## src/rtl/hack_shift_pkg.sv

```systemverilog
// Shared types for the hack_cpu shift engine.
//   shift_mode_e : step applied on each enabled cycle of a frame
//   state_e      : frame sequencer states
package hack_shift_pkg;

  typedef enum logic [1:0] {
    SH_LEFT   = 2'd0,
    SH_RIGHT  = 2'd1,
    ROT_LEFT  = 2'd2,
    ROT_RIGHT = 2'd3
  } shift_mode_e;

  typedef enum logic [1:0] {
    IDLE  = 2'd0,
    SHIFT = 2'd1,
    DONE  = 2'd2
  } state_e;

endpackage

```

## src/rtl/shift_step.sv

```systemverilog
// Single combinational shift/rotate step.
//   r      : current register value
//   ser_i  : serial bit shifted in (shift modes only)
//   mode   : step kind
//   r_next : register value after the step
//   ser_o  : bit leaving the register for this mode
module shift_step
  import hack_shift_pkg::*;
#(
  parameter int unsigned WIDTH = 16
) (
  input  logic [WIDTH-1:0] r,
  input  logic             ser_i,
  input  shift_mode_e      mode,
  output logic [WIDTH-1:0] r_next,
  output logic             ser_o
);

  always_comb begin
    r_next = r;
    ser_o  = 1'b0;
    case (mode)
      SH_LEFT: begin
        r_next = {r[WIDTH-2:0], ser_i};
        ser_o  = r[WIDTH-1];
      end
      SH_RIGHT: begin
        r_next = {ser_i, r[WIDTH-1:1]};
        ser_o  = r[0];
      end
      ROT_LEFT: begin
        r_next = {r[WIDTH-2:0], r[WIDTH-1]};
        ser_o  = r[WIDTH-1];
      end
      ROT_RIGHT: begin
        r_next = {r[0], r[WIDTH-1:1]};
        ser_o  = r[0];
      end
      default: begin
        r_next = r;
        ser_o  = 1'b0;
      end
    endcase
  end

endmodule

```

## src/rtl/shift_engine.sv

```systemverilog
// Parametrised serial/parallel shift engine with start/busy/done handshake.
//   clk, resetb : clock (rising edge), async active-low reset
//   load_i      : parallel load of data_i (IDLE only)
//   data_i      : parallel load value
//   start_i     : begin a frame (IDLE only); latches mode_i and len_i
//   mode_i      : shift_mode_e encoding
//   len_i       : shifts per frame; 0 or > WIDTH means WIDTH
//   en_i        : step enable; low stalls the frame
//   ser_i       : serial input bit
//   ser_o       : outgoing bit of the current register for the active mode
//   par_o       : register contents
//   busy_o      : frame in progress
//   done_o      : one-cycle frame-complete pulse
module shift_engine
  import hack_shift_pkg::*;
#(
  parameter  int unsigned WIDTH = 16,
  localparam int unsigned CW    = $clog2(WIDTH + 1)
) (
  input  logic             clk,
  input  logic             resetb,
  input  logic             load_i,
  input  logic [WIDTH-1:0] data_i,
  input  logic             start_i,
  input  logic [1:0]       mode_i,
  input  logic [CW-1:0]    len_i,
  input  logic             en_i,
  input  logic             ser_i,
  output logic             ser_o,
  output logic [WIDTH-1:0] par_o,
  output logic             busy_o,
  output logic             done_o
);

  state_e           state;
  logic [WIDTH-1:0] sreg;
  logic [CW-1:0]    cnt;
  logic [CW-1:0]    cnt_inc;
  logic [CW-1:0]    len_q;
  logic [CW-1:0]    len_norm;
  shift_mode_e      mode_q;
  shift_mode_e      mode_sel;
  logic [WIDTH-1:0] step_r;
  logic             step_bit;

  always_comb begin
    if (len_i == '0 || len_i > CW'(WIDTH)) begin
      len_norm = CW'(WIDTH);
    end else begin
      len_norm = len_i;
    end
  end

  // One step unit serves both the registered shift and ser_o: outside a
  // frame it previews the live mode_i, inside it follows the latched mode.
  assign mode_sel = (state == SHIFT) ? mode_q : shift_mode_e'(mode_i);
  assign cnt_inc  = cnt + CW'(1);

  shift_step #(.WIDTH(WIDTH)) u_step (
    .r      (sreg),
    .ser_i  (ser_i),
    .mode   (mode_sel),
    .r_next (step_r),
    .ser_o  (step_bit)
  );

  always_ff @(posedge clk or negedge resetb) begin
    if (!resetb) begin
      state  <= IDLE;
      sreg   <= '0;
      cnt    <= '0;
      len_q  <= '0;
      mode_q <= SH_LEFT;
    end else begin
      case (state)
        IDLE: begin
          if (load_i) begin
            sreg <= data_i;
          end
          if (start_i) begin
            mode_q <= shift_mode_e'(mode_i);
            len_q  <= len_norm;
            cnt    <= '0;
            state  <= SHIFT;
          end
        end
        SHIFT: begin
          if (en_i) begin
            sreg <= step_r;
            cnt  <= cnt_inc;
            if (cnt_inc == len_q) begin
              state <= DONE;
            end
          end
        end
        DONE: begin
          state <= IDLE;
        end
        default: begin
          state <= IDLE;
        end
      endcase
    end
  end

  assign ser_o  = step_bit;
  assign par_o  = sreg;
  assign busy_o = (state == SHIFT);
  assign done_o = (state == DONE);

endmodule

```

## config.mk

```make
export PLATFORM = sky130hd
export DESIGN_NAME = shift_engine
export DESIGN_NICKNAME = d
export VERILOG_FILES = /design/src/rtl/hack_shift_pkg.sv /design/src/rtl/shift_step.sv /design/src/rtl/shift_engine.sv
export SDC_FILE = /design/constraint.sdc
export NUM_CORES = 1
export LEC_CHECK = 0
export ABC_AREA = 0
export CORE_UTILIZATION = 49
export DETAILED_ROUTE_END_ITERATION = 12
export PLACE_DENSITY = 0.8
export SLEW_MARGIN = 20
export SYNTH_ARGS = -nofsm -noshare
export SYNTH_HDL_FRONTEND = slang
export SYNTH_HIERARCHICAL = 1
export SYNTH_SLANG_ARGS = --single-unit
```

## constraint.sdc

```tcl
create_clock -name clk -period 4.4 [get_ports clk]
set_clock_uncertainty 0.15 [all_clocks]
set_input_delay 0.44 -clock clk [delete_from_list [all_inputs] [get_ports clk]]
set_output_delay 0.44 -clock clk [all_outputs]
set_load 0.02 [all_outputs]
```

=== After elaboration in Yosys (flattened, before gate mapping) ===
Cells that the tools add are included.

* Bits in registers: 30
* Latch bits: 0
* Bits in writable memories: 0
* Bits in read-only memories: 0
* Input port bits: 29
* Memories kept: 0

* $add $sub $neg: 1
* Multipliers: 0
* Div/mod/pow operators: 0
* $lt $le $gt $ge: 1
* Equal/unequal tests: 10
* Shift-type cells: 0
* Mux-type cells: 14
* Bitwise operators: 0
* Reductions and logical operators: 11

{| class="wikitable"
|+ Operators with widths
! cell !! count
|-
| $pmux 16 s4 || 1
|-
| $mux 16 || 2
|-
| $pmux 16 s2 || 1
|-
| $mux 5 || 3
|-
| $pmux 5 s2 || 1
|-
| $reduce_and 3->1 || 3
|-
| $mux 2 || 4
|-
| $eq 2x2->1 const B || 3
|-
| $ne 2x2->1 const B || 3
|-
| $add 5x1->5 const B || 1
|-
| $eq 5x5->1 || 1
|-
| $gt 5x5->1 const B || 1
|-
| $logic_not 5->1 || 1
|-
| $eq 2x1->1 const B || 2
|-
| $logic_not 2->1 || 2
|-
| $pmux 2 s2 || 1
|-
| $reduce_or 2->1 || 2
|-
| $ne 2x1->1 const B || 1
|-
| $pmux 1 s2 || 1
|-
| $reduce_and 2->1 || 1
|-
| $reduce_bool 2->1 || 1
|-
| $logic_or 1x1->1 || 1
|}

=== Longest topological paths before layout ===
* Depth in word-level cells: 6
* Gate-level depth with buffers: 9
* Gate-level depth less buffers: 6

=== Modules after synthesis ===
Netlist, hierarchy kept.

{| class="wikitable"
|+ Modules (own cells, without submodules)
! module !! instances !! cells an instance !! area each (um2) !! seq. area each (um2)
|-
| shift_engine || 1 || 153 || 1609.0 || 750.7
|-
| shift_step || 1 || 23 || 260.2 || 0.0
|}

=== Worst setup path before layout ===
Ideal clock, no wire load.

* Path kind: reg2out
* Start: register state[0]
* End: output port ser_o
* Data arrival time: 1.482 ns
* Setup slack: 2.328 ns
* Cell stages (with the launch flop): 6
* Cell sequence: dfrtp_1 > nor2b_1 > buf_2 > mux2_2 > buf_6 > mux2_2

* Cells in the longest elaborated chain, start to end: 5
* Elaborated cells on any way between the ends: 9
* Classes of those cells: eq/ne: 4; mux: 2; reduce/logical: 3

{| class="wikitable"
|+ Ends and longest elaborated chain
! item !! RTL line !! RTL
|-
| start: declaration || shift_engine.sv:35 || <nowiki>state_e state;</nowiki>
|-
| start signal: assignment || shift_engine.sv:69 || <nowiki>state <= IDLE;</nowiki>
|-
| start signal: assignment || shift_engine.sv:84 || <nowiki>state <= SHIFT;</nowiki>
|-
| start signal: assignment || shift_engine.sv:92 || <nowiki>state <= DONE;</nowiki>
|-
| $eq 2x1->1 * || shift_engine.sv:56 || <nowiki>assign mode_sel = (state == SHIFT) ? mode_q : shift_mode_e'(mode_i);</nowiki>
|-
| $mux 2 * || shift_engine.sv:56 ||
|-
| named net mode_sel[0] || shift_engine.sv:42 || <nowiki>shift_mode_e mode_sel;</nowiki>
|-
| $eq 2x1->1 (tied with other cells) || shift_step.sv:22 || <nowiki>case (mode)</nowiki>
|-
| $reduce_or 2->1 (no line) || -- ||
|-
| $pmux 1 s2 * || shift_step.sv:22 ||
|-
| end: declaration || shift_engine.sv:29 || <nowiki>output logic ser_o,</nowiki>
|}

The timed path passes the listed nets; every way through them passes the cells marked *.

=== Worst setup path after layout ===
Same ends and word-level chain as after synthesis.

==> results by group <==
Setup path
  – Worst setup SP type: flop
  – Worst setup EP type: output pin
  – Worst R2R Setup Slack: 2250 ps
  – Critical path required time: between 3000 and 4000 ps
  – Setup CP Type: reg2out
  – Worst-path maximum fanout: 19
  – Worst Path Arrival: approximately 2300 ps

Logic synthesis
  – Synth Area in Compound Gates: around an eighth
  – Post-Synth Simple-Gate Area: roughly 15%
  – Yosys reg bits: 30
  – Seq/Total Area, Yosys: 40.2%
  – XOR/XNOR Fraction of Synth Area: approximately 2.8%
  – Post-synth top area share: 40.2%
  – Synth cell types: 36
  – Adder-Cell Fraction of Synth Area: 1.34%
  – Largest family of logic cells by synthesized area: multiplexers
  – Mapped Cells: 176
  – Dominant cell type by area after synthesis: dfrtp_1
  – Asr flop ratio synth: 100%
  – Mux cell area share after synthesis: between 20% and 30%
  – EDFF count, synth: 0
  – Number of synthesis warnings: 6
  – Top FF cell, synth: dfrtp_1
  – Synth top area cells: dfrtp_1 40%, mux2i_1 10%, nand2_1 6.6%
  – Net Count, Synth: 207
  – Avg Cell Area, Syn: about 11 µm²
  – Cell Area, Synth: about 1900 µm²

GRT
  – Tot GR Track Use: between 20% and 30%
  – Pin count of the biggest net entering global routing: 33
  – Overflow after GRT: 0
  – Number of global-route vias before repair: around 1,400
  – Global-route wire length before repair: roughly 6.5 mm
  – Initial antenna violation count: 0

Placement
  – DP Wirelength: approximately 2.7 mm
  – I/O Buffers: between 40 and 50
  – Gpl congestion: around 0.76

Finish
  – Sequential Area: ~750 µm²
  – Area delta synth->final: 28.8%
  – NumNets Final: 254
  – Multi-input gate area: approximately 1000 µm²
  – Most frequent cells in the layout: 47 x clkdlybuf4s50_1, 33 x nand2_1, 30 x dfrtp_1
  – Layout cells sized above 1: just under 20%
  – Filler cells: approximately 330
  – Inserted Diodes: 0
  – Most common cell after layout, fill and taps aside: clkdlybuf4s50_1

Detailed routing
  – Via Count: approximately 1,400
  – DRT antenna net count: 0
  – # DRC: 0
  – Post-Route WL: about 3.7 mm
  – Avg WL per Cell: approximately 13 µm
  – TritonRoute pass-1 iters: 3
  – Drt initial violations: between 70 and 80
  – DR vias/cell: roughly 5.3

Floorplan
  – Starting Density: around half
  – Site row count: 22
  – Io pins: between 40 and 50
  – Die area: 4070 µm²
  – Die Ht: approximately 64 µm
  – Core box area: ~3700 µm²
  – Die span in x: 63.8 µm

Timing
  – Slew HR: 63.2%
  – # setup viols final: 0
  – Setup TNS: 0 ps
  – Fin crit share: about two thirds
  – Final Max Tran Viols: 0
  – Fmax: between 0.3 and 0.4 GHz
  – Minimum clock period: slightly below 3000 ps
  – Measured slew at the worst slew-check pin: approximately 550 ps
  – RSZ-0062 raised after global routing: no
  – Final hold viol count: 0

Clock network
  – Worst skew pair latency: 280 ps
  – Root Driver: clkbuf_8
  – Post-CTS setup buffers: 0
  – Clock buffer depth: 2
  – Post-CTS sizing: 0
  – H-tree depth: 2
  – Clock slew at reported path FFs: roughly 60 ps
  – Hold Buf Count CTS: 0
  – CTS Buf Count: 5
  – CTS tree: built
  – CTS sink cnt: 30

Power
  – PD cells: ~740 nW/µm²
  – Leakage power: roughly 1.1 nW
  – VDD IR-drop max: 0.422 mV
  – Power Total: approximately 1.8 mW

Run status
  – Status: completed

Hold path
  – Min-delay worst type: reg2reg

Run
  – Max Cap Viol: 0
[sequential cells by signal, indices dropped and copies added, names as in the netlist]
register,cells
cnt,5
len_q,5
mode_q,2
par_o,16
state,2
[report_power, final]
| part | switching (mW) | internal (mW) | leakage [nW] |
|---|---|---|---|
| Combinational | 0.492 | 0.533 | 0.668 |
| Sequential | 0.135 | 0.401 | 0.379 |
| Clock | 0.0994 | 0.126 | 0.0482 |
[area by class of cell]
cell class                      instances  area share, %
Clock inverter                          1          0.208
Multi-Input combinational cell        133           41.6
Sequential cell                        30           31.2
Tap cell                               48           2.49
Inverter                                3          0.468
Clock buffer                            7           3.58
Timing Repair Buffer                   50           20.5
[worst max-delay path, cell delays in order, from the launching register on]
cell and delay [ps]:
dfrtp_1 430, nor2b_2 180, mux2_2 540, mux2_2 390
clkdlybuf4s50_1 530
[stage by stage]
step / hold WS (ps) / area (µm²) / instances / setup WS, ps / utilization (%)
2_1_floorplan: -5.59 / 1870 / 176 / 2330 / -
3_3_place_gp: 306 / 2320 / 264 / 1500 / 63.3
3_5_place_dp: 311 / 2320 / 264 / 1500 / 63.3
4_1_cts: 327 / 2410 / 272 / 1450 / 65.8
5_1_grt: 349 / 2410 / 272 / 1360 / 65.8
6_report: 320 / 2410 / 272 / 1470 / 65.8
[worst paths after layout]
kind | from | cells after the start | endpoint
setup / recovery | state[0]$_DFFE_PN0P_ | 4 | ser_o
hold / removal | mode_q[1]$_DFFE_PN0P_ | 2 | mode_q[1]$_DFFE_PN0P_
setup reg to reg | state[0]$_DFFE_PN0P_ | 7 | par_o[15]$_DFFE_PN0P_
hold reg to reg | mode_q[1]$_DFFE_PN0P_ | 2 | mode_q[1]$_DFFE_PN0P_
max in group asynchronous | resetb | 2 | par_o[11]$_DFFE_PN0P_
min in group asynchronous | resetb | 2 | len_q[0]$_DFFE_PN0P_
[Yosys cell counts (all sizes together) (3+ instances only)]
cell type / number
nor2b: 4
nand3: 3
o21ai: 26
nand2b: 3
buf: 9
mux2: 17
dfrtp: 30
mux2i: 19
nor3b: 3
nand2: 33
xnor2: 4
inv: 3
[metal layers]
metal  vias up  track usage [%]  routed length [µm]
li1        717                -                   -
met1       685             26.3                1640
met2        28             33.5                1840
met3         8             4.29                 111
met4         0             9.09                  74
met5         -                0                   0
[cells by family after synthesis]
| family | Yosys count |
|---|---|
| compound gates | 33 |
| xor+xnor | 6 |
| fa+ha+maj | 2 |
| buf+inv | 13 |
| flops | 30 |
| mux | 36 |
| simple gates | 56 |
No activity file was read; power rests on OpenSTA's default activity.
